**src/rtl/writeback_unit.sv**
```systemverilog
// Writeback stage: retires ALU / PC+4 / load results and an optional mul/div
// result port into one registered register-file write port. Build option: WB_MULDIV_PORT_EN.
module writeback_unit #(
    parameter int XLEN = 32
) (
    input  logic            clk,
    input  logic            reset,
    input  logic            wb_valid,
    output logic            wb_ready,
    input  logic [4:0]      wb_rd,
    input  logic [1:0]      wb_sel,
    input  logic [XLEN-1:0] wb_alu,
    input  logic [XLEN-1:0] wb_pc4,
    input  logic [2:0]      wb_funct3,
    input  logic [1:0]      wb_offset,
    input  logic            mem_rvalid,
    input  logic [XLEN-1:0] mem_rdata,
    input  logic            md_valid,
    input  logic [4:0]      md_rd,
    input  logic [XLEN-1:0] md_data,
    output logic            md_ready,
    output logic [4:0]      rd_addr,
    output logic [XLEN-1:0] rd_data,
    output logic            reg_write,
    output logic            load_pending
);

    // state     | meaning
    // IDLE      | accepting MEM/WB instructions
    // LOAD_WAIT | load accepted, waiting for the memory response
    typedef enum logic {
        IDLE      = 1'b0,
        LOAD_WAIT = 1'b1
    } state_e;

    localparam logic [1:0] SEL_ALU  = 2'b00;
    localparam logic [1:0] SEL_LOAD = 2'b01;
    localparam logic [1:0] SEL_PC4  = 2'b10;

    state_e            state_q, state_d;
    logic [4:0]        ld_rd_q, ld_rd_d;
    logic [2:0]        ld_funct3_q, ld_funct3_d;
    logic [1:0]        ld_offset_q, ld_offset_d;
    logic              reg_write_q, reg_write_d;
    logic [4:0]        rd_addr_q, rd_addr_d;
    logic [XLEN-1:0]   rd_data_q, rd_data_d;

    logic              in_idle;
    logic              wb_accept;
    logic              wb_direct;
    logic              load_done;
    logic              md_ready_c;
    logic              md_write;

    function automatic logic [XLEN-1:0] load_align(
        input logic [2:0]      funct3,
        input logic [1:0]      offset,
        input logic [XLEN-1:0] data
    );
        logic [7:0]  lbyte;
        logic [15:0] lhalf;
        logic [XLEN-1:0] res;
        lbyte = data[{offset, 3'b000} +: 8];
        lhalf = data[{offset[1], 4'b0000} +: 16];
        case (funct3)
            3'b000:  res = {{(XLEN-8){lbyte[7]}}, lbyte};
            3'b100:  res = {{(XLEN-8){1'b0}}, lbyte};
            3'b001:  res = {{(XLEN-16){lhalf[15]}}, lhalf};
            3'b101:  res = {{(XLEN-16){1'b0}}, lhalf};
            default: res = data;
        endcase
        return res;
    endfunction

    always_comb begin
        in_idle   = (state_q == IDLE);
        wb_accept = in_idle && wb_valid;
        wb_direct = wb_accept && ((wb_sel == SEL_ALU) || (wb_sel == SEL_PC4))
                    && (wb_rd != 5'd0);
        load_done = !in_idle && mem_rvalid;
    end

`ifdef WB_MULDIV_PORT_EN
    // The pipeline always owns the write port when it has something scheduled.
    assign md_ready_c = !wb_direct && !load_done;
    assign md_write   = md_valid && md_ready_c && (md_rd != 5'd0);
`else
    logic unused_md;
    assign unused_md  = ^{md_valid, md_rd, md_data};
    assign md_ready_c = 1'b0;
    assign md_write   = 1'b0;
`endif

    always_comb begin
        state_d     = state_q;
        ld_rd_d     = ld_rd_q;
        ld_funct3_d = ld_funct3_q;
        ld_offset_d = ld_offset_q;
        reg_write_d = 1'b0;
        rd_addr_d   = rd_addr_q;
        rd_data_d   = rd_data_q;

        if (load_done) begin
            state_d = IDLE;
            if (ld_rd_q != 5'd0) begin
                reg_write_d = 1'b1;
                rd_addr_d   = ld_rd_q;
                rd_data_d   = load_align(ld_funct3_q, ld_offset_q, mem_rdata);
            end
        end else if (wb_direct) begin
            reg_write_d = 1'b1;
            rd_addr_d   = wb_rd;
            rd_data_d   = (wb_sel == SEL_PC4) ? wb_pc4 : wb_alu;
        end else if (md_write) begin
            reg_write_d = 1'b1;
            rd_addr_d   = md_rd;
            rd_data_d   = md_data;
        end

        if (wb_accept && (wb_sel == SEL_LOAD)) begin
            state_d     = LOAD_WAIT;
            ld_rd_d     = wb_rd;
            ld_funct3_d = wb_funct3;
            ld_offset_d = wb_offset;
        end
    end

    always_ff @(posedge clk) begin
        if (reset) begin
            state_q     <= IDLE;
            ld_rd_q     <= 5'd0;
            ld_funct3_q <= 3'd0;
            ld_offset_q <= 2'd0;
            reg_write_q <= 1'b0;
            rd_addr_q   <= 5'd0;
            rd_data_q   <= '0;
        end else begin
            state_q     <= state_d;
            ld_rd_q     <= ld_rd_d;
            ld_funct3_q <= ld_funct3_d;
            ld_offset_q <= ld_offset_d;
            reg_write_q <= reg_write_d;
            rd_addr_q   <= rd_addr_d;
            rd_data_q   <= rd_data_d;
        end
    end

    assign wb_ready     = (state_q == IDLE);
    assign load_pending = (state_q == LOAD_WAIT);
    assign md_ready     = md_ready_c;
    assign reg_write    = reg_write_q;
    assign rd_addr      = rd_addr_q;
    assign rd_data      = rd_data_q;

endmodule

```
**config.mk**
```make
export PLATFORM = sky130hd
export DESIGN_NAME = writeback_unit
export DESIGN_NICKNAME = d
export VERILOG_FILES = /design/src/rtl/writeback_unit.sv
export SDC_FILE = /design/constraint.sdc
export NUM_CORES = 1
export LEC_CHECK = 0
export CAP_MARGIN = 20
export CORE_ASPECT_RATIO = 0.75
export CORE_UTILIZATION = 37
export DETAILED_ROUTE_END_ITERATION = 8
export PLACE_DENSITY_LB_ADDON = 0.2
export SKIP_LAST_GASP = 1
export SLEW_MARGIN = 20
export SYNTH_ARGS = -nofsm -noshare
export SYNTH_HDL_FRONTEND = slang
export SYNTH_SLANG_ARGS = --single-unit
export TNS_END_PERCENT = 1
```
**constraint.sdc**
```tcl
create_clock -name clk -period 2.05 [get_ports clk]
set_clock_uncertainty 0.15 [all_clocks]
set_input_delay 0.5125 -clock clk [delete_from_list [all_inputs] [get_ports clk]]
set_output_delay 0.5125 -clock clk [all_outputs]
set_load 0.03 [all_outputs]
```
# == Word level (Yosys, flattened, before mapping) ==
# Cells that the tools add are included.
# word_totals
reg_bits,49
input_bits,150
output_inout_bits,41
word_cells,42
# classes
eq_ne,6
shifts,2
mux,13
bitwise_logic,1
reduce_logical,13
# op_table
op,count
2-to-1 mux 32 bit,4
one-hot mux 32 bit (4 select lines),1
variable part select 32 x 6 -> 16 bit,1
variable part select 32 x 6 -> 8 bit,1
2-to-1 mux 5 bit,3
nonzero test 5 bit,2
equality test 3 bit (second input constant),2
logical AND 1 bit,5
2-to-1 mux 1 bit,5
nonzero test 2 bit,2
equality test 3 x 1 -> 1 bit (second input constant),1
zero test 3 bit,1
equality test 2 x 1 -> 1 bit (second input constant),1
equality test 2 bit (second input constant),1
zero test 2 bit,1
!= test 2 x 1 -> 1 bit (second input constant),1
AND reduction 2 bit,1
logical OR 1 bit,1
NOT 1 bit,1

# == Depth between registers and ports, before layout ==
# Gate-level depths: netlist of the first run.
# logic_depth
word_depth,6
mapped_depth,8

# == Least setup slack after synthesis of the first run ==
# OpenSTA, ideal clock, no wires.
# synth_path
path_type,register to register
from,register state_q (netlist: load_pending)
to,register rd_data_q[6] (netlist: rd_data[6])
arrival_ps,1686
required_ps,1768
setup_slack_ps,82
stages_incl_launch_ff,8
n_path_buf,2
period_less_slack_ps,1968
cell_sequence,dfxtp_1 -> nand2_1 -> a21oi_1 -> buf_2 -> nor2_2 -> buf_2 -> a311oi_1 -> nor3_1
# synth_via
elab_chain_len,6
word_cells_on_any_way,9
classes_between,eq/ne (1); mux (1); bitwise (1); reduce/logical (6)
# synth_rtl
element,line_no,rtl
"start, declared",40,"state_e state_q, state_d;"
"start signal, assigned",138,state_q <= state_d;
NOT 1 bit,76,in_idle = (state_q == IDLE);
logical AND 1 bit,77,wb_accept = in_idle && wb_valid;
logical AND 1 bit,78,wb_direct = wb_accept && ((wb_sel == SEL_ALU) || (wb_sel == SEL_PC4))
logical AND 1 bit,79,&& (wb_rd != 5'd0);
nonzero test 2 bit (no line),--,
AND reduction 2 bit (no line),--,
"end signal, assigned",144,rd_data_q <= rd_data_d;
"end, declared",46,"logic [XLEN-1:0] rd_data_q, rd_data_d;"
# Parallel ways exist; a longest one is shown, timed or not.
# A chain may end at the register's enable or synchronous reset.

# == Worst setup path in the final report of the first run ==
# layout_path
from,input wb_rd[2]
to,register rd_data_q[30] (netlist: rd_data[30])
# layout_via
elab_chain_len,4
# layout_rtl
element,line_no,rtl
"start, declared",10,"input logic [4:0] wb_rd,"
nonzero test 5 bit,79,
logical AND 1 bit,79,
nonzero test 2 bit (no line),--,
AND reduction 2 bit (no line),--,
# No other way between the ends.

==> results of run 1 <==
==> timing repair <==
item,CTS,global route
cloned,0,2
setup endpoints to repair,27,40
pin swaps,0,4
resized for setup,4,29
==> flip-flops by register name, indices dropped and copies added, names as in the netlist <==
register      flops
ld_rd_q           5
rd_data          32
rd_addr           5
ld_offset_q       2
reg_write         1
load_pending      1
ld_funct3_q       3
==> power breakdown <==
group | switching (W) | total, W | internal, W
sequential | 0.0000341 | 0.00104 | 0.00101
clock | 0.000332 | 0.000576 | 0.000244
combinational | 0.000416 | 0.000866 | 0.000450
==> per-stage QoR <==
step / utilization [%] / instances
floorplan: - / 442
global placement: 61.44 / 696
detailed placement: 61.44 / 696
CTS: 62.59 / 704
global route: 64.87 / 706
finish: 64.87 / 706
==> layout make-up <==
cell class | instances | share of cell area [%]
well taps | 105 | 2.558
clock buffers | 8 | 1.559
inverters | 2 | 0.1462
multi-input cells | 354 | 39.51
repair buffers | 188 | 37.13
flip-flops and latches | 49 | 19.10
==> final timing paths <==
kind | startpoint | end | cells past startpoint
max reg2reg | ld_offset_q[1] | rd_data[30] | 5
min | rd_data[17] | rd_data[17] | 2
min reg2reg | rd_data[17] | rd_data[17] | 2
max | wb_rd[2] | rd_data[30] | 7
==> per-layer routing <==
metal / vias up / track usage, % / share of wire, %
met2: 169 / 42.39 / 46
met5: - / 0 / 0
met1: 1714 / 34.26 / 46
li1: 1859 / - / -
met3: 4 / 5.763 / 8.3
met4: 0 / 3.562 / 0.33
==> logic make-up (layout without fill, tap and decap cells) <==
kind of cell	count (synthesis)	in the layout	share of synthesized area (%)
AOI/OAI and AO/OA	145	145	28.72
and+or+nand+nor	196	197	28.68
muxes	11	11	4.026
DFF	49	49	32.21
buffers and inverters	40	198	6.245
other	1	1	0.1231
==> worst max-delay path: stages <==
cell and delay, ps:
clkdlybuf4s50_1 550, nor3_4 80, a211o_1 390, buf_12 190, a21oi_1 260, o22ai_4 100
a21oi_2 120
==> placed cells by master (no fill, tap or decap), drive strengths merged, types with 10 or more instances in the layout <==
cell type | netlist | routed
mux2i | 10 | 10
clkdlybuf4s50 | 0 | 143
a311oi | 10 | 10
and2 | 17 | 17
nor2b | 11 | 11
buf | 18 | 37
nor2 | 28 | 28
nand2 | 115 | 116
a21oi | 80 | 80
dfxtp | 49 | 49
o22ai | 24 | 24
nor3 | 16 | 16
==> flow_summary.ini, run 1 <==
[clock_tree]
clk_pin_slew_ps = 100
clk_latency_ps = 300
postCtsSetupRepairBufs = 0
cts_buffer_depth = 2
cts_tree = done
cts_root_buf = clkbuf_8
cts.sinks = 49
cts_inserted_buffers = 5
cts.htree.levels = 2
ctsHoldBuffers = 0

[place]
gp_congestion = 0.8479
dp_slack_ps = -460.7
dpl_cell_area_um2 = 4865
place_hpwl_um = 8514
place.port_buffers = 151

[critical_path]
crit_path_max_fanout = 18
path_class = in -> reg
cp-end-kind = register
start_kind = primary input
crit_arrival_ps = 2210
reg2reg_slack_ps = 120
worstPathRequired_ps = 2140

[floorplan]
io_pins = 191
fp.dieH_um = 80.57
die_w_um = 106.8
core-area_um2 = 7918
row_count = 28
dieArea_um2 = 8602
start_util_pct = 38.46

[logic_synthesis]
synth_top_area_share_pct = 32.21
synth_warnings = 0
synth_nets = 592
synth-seq-cells = 49
synth_edf_count = 0
yosysMostFrequentCell = nand2_1
synthFlopType = dfxtp_1
ys_top_cells_by_count = nand2_1 (114), a21oi_1 (80), dfxtp_1 (49)
synth.distinct_cells = 38
synth_cells = 442
syn-cell-area_um2 = 3045
ys_async_sr_fraction_pct = 0
yosys.area.top_type = dfxtp_1
ys_seq_area_share_pct = 32.21
synth_area_per_cell_um2 = 6.890
synthTopCellsByArea = dfxtp_1 (32%), nand2_1 (14%), a21oi_1 (13%)

[global_route]
grt_pass1_wl_um = 17200
grt_pass1_vias = 3440
grt_overflow_total = 0
global_route.usage.total_pct = 25.47
grt_max_degree = 50
antenna_found_initial = 0

[routing]
detail_route.iter0.violations = 276
wire_per_inst_um = 16.62
detail_route.first_pass.iterations = 4
num_vias = 3746
ant_nets = 0
via_per_inst = 5.306
drc_errors = 0
wl_um = 11730

[timing]
fin_crit_ps = 2118
fin_crit_sh_pct = 103.3
rsz0062_at_grt = yes
fmax_mhz = 472.1
fin_setup_tns_ps = -120.7
setup_slack_ps = -68.32
finalSetupViolCount = 3
hold_viol = 0
drv_slew = 0
whs_ps = 309.2

[cells_and_area]
syn_to_final_growth_pct = 68.65
num_antenna_cells = 0
drive_gt1_share_pct = 12.31
layout.nets = 750
fill_cells = 724
post-route-cell-area_um2 = 5136
multi_input_area_um2 = 2029
ff_latch_area_um2 = 980.9

[power]
p_leak_nw = 1.915
power_w = 0.002484
peakVddDrop_mv = 0.2877
cellPowerDensity_nw_per_um2 = 483.7

[run_status]
status = finished, violations left
violations = negative setup slack

[worst_hold_path]
hold_class = reg -> reg

[job]
cap_violations = 0
Note: power is estimated with default switching activity, not from simulation.
==> run 2: changes to the inputs <==
- ABC_AREA: default -> 1
- CORE_UTILIZATION: 37 -> 38
==> run 2 against run 1 <==
The flow now finishes without violations; critical path depth is 6 lower; clock power is 11% higher; global-route usage is 0.063 points higher; total power is 6.6% higher; fmax is 4.7% higher; via count is 6.9% higher; cell area is 4.4% lower; flip-flop and latch count stayed put; critical endpoint is now rd_data[3].
==> flow_summary.ini, run 2 <==
[logic_synthesis]
synth.distinct_cells = 21
ys_top_cells_by_count = nand2_1 (138), a21oi_1 (73), o21ai_0 (69)
synth_nets = 683
synthTopCellsByArea = dfxtp_1 (31%), nand2_1 (16%), a21oi_1 (12%)
syn-cell-area_um2 = 3144
synth_edf_count = 0
synth-seq-cells = 49
synth_top_area_share_pct = 31.20
synthFlopType = dfxtp_1
ys_seq_area_share_pct = 31.20
yosys.area.top_type = dfxtp_1
synth_warnings = 0
yosysMostFrequentCell = nand2_1
synth_cells = 533
synth_area_per_cell_um2 = 5.899
ys_async_sr_fraction_pct = 0

[floorplan]
start_util_pct = 39.54
row_count = 28
dieArea_um2 = 8646
io_pins = 191
core-area_um2 = 7953
die_w_um = 107.0
fp.dieH_um = 80.78

[cells_and_area]
layout_commonest_cell = clkdlybuf4s50_1
layout.nets = 828
num_antenna_cells = 0
post-route-cell-area_um2 = 4911
drive_gt1_share_pct = 6.480
final_cell_count_no_fill = 784
syn_to_final_growth_pct = 56.19
largest_reg_flops = 32
layout_common_cells = clkdlybuf4s50_1 (149), nand2_1 (138), a21oi_1 (73), o21ai_0 (69), nor2_1 (66)

[critical_path]
worstPathRequired_ps = 1390
r2r-end = rd_data[26]
rr_worst_depth = 9
slowest_delay_ps = 700
cpMaxStageDelayCell = clkdlybuf4s50_1
cp-end-kind = output port
start_kind = register
crit_arrival_ps = 1360
reg2reg_slack_ps = 400
cp.buffers_inverters = 1
cp.depth = 1
crit_path_cell_trace = clkdlybuf4s50_1
path_class = reg -> out
path_delay_family = buffers and inverters
crit_path_max_fanout = 2
timing.rr.start = ld_offset_q[1]

[clock_tree]
cts.sinks = 49
cts_buffer_depth = 2
cts_root_buf = clkbuf_8
clk_pin_slew_ps = 110
cts_tree = done
cts.htree.levels = 2
clk_latency_ps = 320
cts_inserted_buffers = 5

[global_route]
grt_overflow_total = 0
grt_pass1_vias = 3610
grt_pass1_wl_um = 17280
grt_max_degree = 50
global_route.usage.total_pct = 25.54
antenna_found_initial = 0

[power]
p_leak_nw = 2.145
netSwitchingFraction_pct = 34.50
share_comb_of_total_power_pct = 35.7
p_int_w = 0.001734
peakVddDrop_mv = 0.2851
seq_power_share_pct = 40.1
power_frac_clock_pct = 24.2
switching_power_w = 0.0009134
cellPowerDensity_nw_per_um2 = 539.1

[place]
place.port_buffers = 151
place_hpwl_um = 8435
dpl_cell_area_um2 = 4812
gp_congestion = 0.8684
dp_cells = 776

[worst_hold_path]
hold_end = rd_addr[4]
min_from = rd_addr[4]
hold_class = reg -> reg
holdPathStages = 2

[routing]
via_per_inst = 5.106
ant_nets = 0
drc_errors = 0
detail_route.iter0.violations = 217
num_vias = 4003
detail_route.first_pass.iterations = 5
wire_per_inst_um = 14.21
wl_um = 11140

[timing]
fin_setup_tns_ps = 0
drv_slew = 0
whs_ps = 322.8
fin_crit_ps = 2024
finalSetupViolCount = 0
hold_viol = 0
fmax_mhz = 494.1
rsz0062_at_grt = yes
fin_crit_sh_pct = 98.72

[job]
cap_violations = 0

[run_status]
status = completed
run 2: changes by cell type after synthesis, sizes merged, moves of 16 or more:
cell	change
nand2	+28
nand3	+58
and2	-16
nor3	-16
o22ai	-24
o21ai	+69
nor2	+40
inv	+29
run 2: power groups by stage:
stage / Sequential, W / Clock (W) / Combinational (W)
CTS: 0.00106 / 0.000652 / 0.000948
floorplan: 0.00120 / 0 / 0.000366
global placement: 0.00108 / 0 / 0.000930
detailed placement: 0.00108 / 0 / 0.000943
finish: 0.00106 / 0.000641 / 0.000946
global route: 0.00107 / 0.000694 / 0.00103
run 2: tightest hold or removal path: cells and delay by family, from the launching register on:
kind               cells  cell delay, ps
DFF                    1             330
and+or+nand+nor        1              60
AOI/OAI and AO/OA      1              50
run 2: kinds of logic (layout without fill, tap and decap cells):
group / Yosys count / after routing / share of synthesized area [%]
AND/OR/NAND/NOR: 271 / 271 / 35.54
flip-flops: 49 / 49 / 31.20
other: 1 / 1 / 0.1193
buffers and inverters: 68 / 214 / 10.23
AO/OA/AOI/OAI: 144 / 144 / 22.92
run 2: metal layers:
| metal | track usage [%] | vias to the layer above | share of wire (%) |
|---|---|---|---|
| met4 | 7.123 | 0 | 1.6 |
| li1 | - | 2034 | - |
| met1 | 32.93 | 1828 | 45 |
| met3 | 5.377 | 17 | 6.1 |
| met2 | 43.42 | 124 | 47 |
| met5 | 0 | - | 0 |
run 2: timing repair:
action / 4_1_cts / 5_1_grt
gates cloned: 0 / 0
hold buffers: 0 / 0
resized for setup: 1 / 1
setup buffers: 0 / 0
endpoints found under the setup margin: 2 / 8
run 2: worst max-delay path by stage:
stage	from	end	slack, ps
floorplan	load_pending	rd_addr[3]	300
global placement	wb_rd[2]	reg_write	-70
CTS	load_pending	load_pending	-50
global route	rd_data[14]	rd_data[14]	-30
detailed placement	wb_sel[1]	rd_data[8]	-70
finish	rd_data[3]	rd_data[3]	30
run 2: area by class of cell:
cell class              instances  area (um^2)
fillers                       775         3042
multi-input cells             416         1842
flip-flops and latches         49        980.9
well taps                     105        131.4
repair buffers                175         1743
inverters                      31        116.4
clock inverters                 3        28.78
clock buffers                   5        68.82
run 2: stage by stage:
stage	util [%]	total power, W	setup WS, ps
floorplan	-	0.001564	300.9
global placement	60.51	0.002009	-68.54
detailed placement	60.51	0.002025	-65.38
CTS	61.72	0.002660	-51.61
global route	61.75	0.002797	-25.80
finish	61.75	0.002647	26.31
==> run 3: changes to the inputs <==
==> constraint.sdc (replaced) <==
create_clock -name clk -period 2.05 [get_ports clk]
set_clock_uncertainty 0.15 [all_clocks]
set_input_delay 0.41 -clock clk [delete_from_list [all_inputs] [get_ports clk]]
set_output_delay 0.41 -clock clk [all_outputs]
set_load 0.03 [all_outputs]
==> run 3 against run 2 <==
Flip-flop and latch count unchanged; clock power down 0.8%; setup slack better by 18 ps; global-route usage down 0.056 points; worst hold slack about the same; routed wire length up 0.41%; cell area down 0.79%; critical endpoint is now load_pending; via count down 1.0%; clock-buffer cell count unchanged; highest routed layer unchanged; die area unchanged; critical path depth unchanged.
==> flow_summary.ini, run 3 (synthesis gave the netlist of run 2 again) <==
[floorplan]
core-area_um2 = 7953
die_w_um = 107.0
dieArea_um2 = 8646
fp.dieH_um = 80.78
row_count = 28
io_pins = 191
start_util_pct = 39.54

[worst_hold_path]
hold_class = reg -> reg
hold_end = rd_addr[4]
holdPathStages = 2
min_from = rd_addr[4]

[cells_and_area]
layout_commonest_cell = clkdlybuf4s50_1
drive_gt1_share_pct = 5.506
largest_reg_flops = 32
final_core_util_pct = 61.26
layout.nets = 821
syn_to_final_growth_pct = 54.95
ff_latch_area_um2 = 980.9
layout_common_cells = clkdlybuf4s50_1 (150), nand2_1 (138), a21oi_1 (73), o21ai_0 (69), nor2_1 (66)
multi_input_area_um2 = 1842
post-route-cell-area_um2 = 4872
fill_cells = 783
num_antenna_cells = 0

[critical_path]
cpMaxStageDelayCell = clkdlybuf4s50_1
r2r-end = rd_data[29]
timing.rr.start = ld_offset_q[1]
cp.depth = 1
crit_path_cell_trace = clkdlybuf4s50_1
worstPathRequired_ps = 1490
cp-end-kind = output port
path_class = reg -> out
cp.buffers_inverters = 1
reg2reg_slack_ps = 400
path_delay_family = buffers and inverters
crit_path_max_fanout = 4
slowest_delay_ps = 700
rr_worst_depth = 7
crit_arrival_ps = 1450
start_kind = register

[power]
p_leak_nw = 2.102
peakVddDrop_mv = 0.2843
cellPowerDensity_nw_per_um2 = 541.9

[timing]
rsz0062_at_grt = no
setup_slack_ps = 44.71
fin_crit_sh_pct = 97.82
fin_setup_tns_ps = 0
finalSetupViolCount = 0
fin_crit_ps = 2005
fmax_mhz = 498.7
hold_viol = 0
drv_slew = 0

[place]
place.port_buffers = 151
dpl_cell_area_um2 = 4772
gp_congestion = 0.8422
dp_slack_ps = -53.37
place_hpwl_um = 8284

[job]
cap_violations = 0

[global_route]
grt_overflow_total = 0
global_route.usage.total_pct = 25.48
grt_pass1_vias = 3572
grt_pass1_wl_um = 17370
antenna_found_initial = 0
grt_max_degree = 50

[clock_tree]
cts_tree = done
clk_latency_ps = 320
cts_inserted_buffers = 5
cts.sinks = 49
clk_pin_slew_ps = 110
cts.htree.levels = 2
cts_root_buf = clkbuf_8
cts_buffer_depth = 2

[routing]
num_vias = 3962
detail_route.iter0.violations = 277
wl_um = 11190
ant_nets = 0
drc_errors = 0
wire_per_inst_um = 14.40
detail_route.first_pass.iterations = 5
via_per_inst = 5.099

[run_status]
status = completed
==> run 3: cell count changes in the layout (fill, tap and decap cells not counted) <==
cell             before  now
buf_12                4    5
clkdlybuf4s50_1     149  150
dlygate4sd2_1         1    0
buf_4                20   12
==> run 3: per-layer routing <==
layer  vias to the layer above  part of all wire (%)  track usage (%)
met3                        10                   5.7            4.575
met4                         0                   1.1            5.205
met2                       123                    47            43.74
li1                       2019                     -                -
met1                      1810                    46            33.71
met5                         -                     0                0
==> run 3: worst max path at each step <==
| stage | start | to | slack, ps |
|---|---|---|---|
| global route | load_pending | load_pending | 6 |
| finish | load_pending | load_pending | 40 |
| detailed placement | wb_rd[2] | rd_data[7] | -50 |
| floorplan | load_pending | rd_addr[3] | 300 |
| CTS | load_pending | wb_ready | 20 |
| global placement | wb_rd[2] | rd_data[7] | 30 |
==> run 3: stage by stage <==
stage          hold WS [ps]  cells  power (W)
3_3_place_gp          302.2    769   0.002006
3_5_place_dp          308.7    769   0.002020
2_1_floorplan         294.4    533   0.001564
5_1_grt               349.8    777   0.002782
4_1_cts               322.8    777   0.002649
6_report              323.2    777   0.002640
==> run 3: where the power goes <==
part | switching (W) | leakage (nW) | internal, W
sequential | 0.0000360 | 0.403 | 0.00102
clock | 0.000380 | 0.0506 | 0.000256
combinational | 0.000495 | 1.65 | 0.000450
==> run 3: timing repair <==
item | CTS | global route
hold buffers | 0 | 0
endpoints found under the setup margin | 0 | 1
setup buffers | 0 | 0
gates resized for setup | 0 | 1
==> run 3: area by class of cell <==
type / instances / area share (%)
inverters: 31 / 2.388
well taps: 105 / 2.696
flip-flops and latches: 49 / 20.13
clock buffers: 5 / 1.412
multi-input cells: 416 / 37.80
repair buffers: 168 / 34.98
clock inverters: 3 / 0.5907
==> RTL change, RTL diff (settings of run 2) <==
Change the parameter `XLEN` from 32 to 48.
--- a/src/rtl/writeback_unit.sv
+++ b/src/rtl/writeback_unit.sv
@@ -1,7 +1,7 @@
 // Writeback stage: retires ALU / PC+4 / load results and an optional mul/div
 // result port into one registered register-file write port. Build option: WB_MULDIV_PORT_EN.
 module writeback_unit #(
-    parameter int XLEN = 32
+    parameter int XLEN = 48
 ) (
     input  logic            clk,
     input  logic            reset,
Ports: changed (5 resized); port bits go from 191 to 271. No check against the original RTL was run, so the function may have changed too.
==> RTL change against run 2 <==
Clock power rose by 110%. Final area grew 38%. Utilization up 3.5 points. Critical endpoint is now rd_data[28]. Largest power group unchanged. Synthesized area is 31% higher. Count of clock-buffer cells in the layout grew 7. Die area is 30% higher. Fmax shrank 0.27%. Sequential cell count up 16. Sequential power grew 33%. Power grew 50%. Routed wire length increased by 41%. Worst hold slack got worse by 23 ps. Worst setup slack got worse by 5.5 ps. Register-to-register slack worse by 120 ps. Largest cell class is now non-clock buffers.
==> RTL change: results (changes against run 2) <==
Cells and area
  – Multi-In Gates: 558 (+34%)
  – Area occupied by multi-input gates: 2440 sq um (+33%)
  – Number of flip-flops under the largest register name: 48 (+50%)
  – Clock buffers: 12 (+7)
  – Final #Nets: 1122 (+36%)
  – Non-clock buffers: 246 (+41%)
  – Inverters: 28 (-9.7%)
  – NonClk Buf Share: 37.0% (+1.5 points)
  – Register Area: 1300 sq um (+33%)
  – Layout cells sized above 1: 6.79% (+0.31 points)
  – Fill cells: 941 (+21%)
  – Final std cells w/o fill: 1049 (+34%)
  – Clk cell area share: 3.78% (+1.8 points)

Min path
  – Hold crit path type: reg -> reg

Synthesis
  – Post-synthesis adder-cell area fraction: 0% (unchanged)
  – Synth Net Count: 915 (+34%)
  – Synth Area in Compound Gates: 17.4% (-5.5 points)
  – Top cells by count, synth: nand2_1 (249), nor2_1 (93), a21oi_1 (75)
  – Mux share of post-synthesis cell area: 0.729% (+0.73 points)
  – Seq/Total Area, Yosys: 31.6% (+0.39 points)
  – Cells after synthesis: 701 (+32%)
  – Synth top area cells: dfxtp_1 (32%), nand2_1 (23%), a21oi_1 (9.1%)
  – Post-synthesis cell type count: 20 (-4.8%)

Clock tree
  – Root Buffer: clkbuf_16
  – Total CTS buffers: 9 (+4)
  – Clk pin slew, worst setup/hold paths: 50 ps (-60 ps)
  – Clock sink total: 65 (+33%)
  – CTS HTree Levels: 3 (+1)
  – Skew-Pair Late Insertion Delay: 320 ps (about the same)

Placed design
  – Setup WS pre-CTS: -160 ps (-94.7 ps)
  – Gpl congestion: 0.894 (+2.9%)
  – # port buffers: 215 (+42%)
  – Hpwl dp: 12000 microns (+42%)

Global route
  – Vias in the first global route: 5116 (+42%)
  – Largest net degree at the start of global routing: 64 (+28%)
  – Total global-route track usage: 27.6% (+2.0 points)
  – Global-route wire length before repair: 24500 microns (+42%)

Power and ir drop
  – Leakage: 0.00300 uW (+40%)
  – VDD IR-drop max: 446 uV (+56%)
  – Switching Share: 30.4% (-4.1 points)

Detailed routing
  – Post-Route WL: 15700 microns (+41%)
  – DRT iter0 DRCs: 385 (+77%)
  – Vias: 5442 (+36%)

Setup path
  – Crit path max-delay cell type: clkdlybuf4s50_1

Outcome
  – Outcome: complete, no violations
==> RTL change: power groups by stage <==
| stage | clock network, uW | logic, uW | registers [uW] |
|---|---|---|---|
| floorplan | 0 | 446 | 1570 |
| global placement | 0 | 1200 | 1430 |
| detailed placement | 0 | 1220 | 1430 |
| CTS | 1350 | 1230 | 1410 |
| global route | 1410 | 1330 | 1420 |
| finish | 1340 | 1230 | 1410 |
==> RTL change: worst min-delay path, cell delays in order, from the launching register on <==
cell     delay [ps]
dfxtp_1         310
nand2_1          60
nand2_1          40
==> RTL change: routing by layer <==
metal	up-vias	track usage [%]	routed length (microns)
met2	242	47.4	7430
li1	2688	-	-
met5	-	0	0
met1	2483	34.1	6690
met4	0	9.25	340
met3	29	5.35	1200
==> RTL change: final timing paths <==
path                                    end  depth (start not counted)      startpoint  slack, ps
worst max-delay path            rd_data[28]                          1     rd_data[28]         20
worst min-delay path             rd_data[3]                          2      rd_data[3]        300
worst max register to register  rd_data[20]                          8  ld_funct3_q[1]        280
worst min register to register   rd_data[3]                          2      rd_data[3]        300
==> RTL change: stage by stage <==
| stage | TNS [ps] | util [%] | hold WS (ps) | instance area (sq um) |
|---|---|---|---|---|
| after detailed placement | -4470 | 62.7 | 292 | 6530 |
| after CTS | -49.8 | 65.2 | 301 | 6790 |
| after global placement | -2730 | 62.7 | 287 | 6530 |
| after global routing | -100 | 65.2 | 319 | 6790 |
| final | 0 | 65.2 | 299 | 6790 |
| after floorplan | 0 | - | 294 | 4120 |
==> RTL change: cells by family (layout without fill, tap and decap cells) <==
kind of cell	count (synthesis)	count (layout)
other	1	1
flip-flops	65	65
AND/OR/NAND/NOR	411	411
buffers and inverters	78	290
multiplexers	3	3
AO/OA/AOI/OAI	143	143
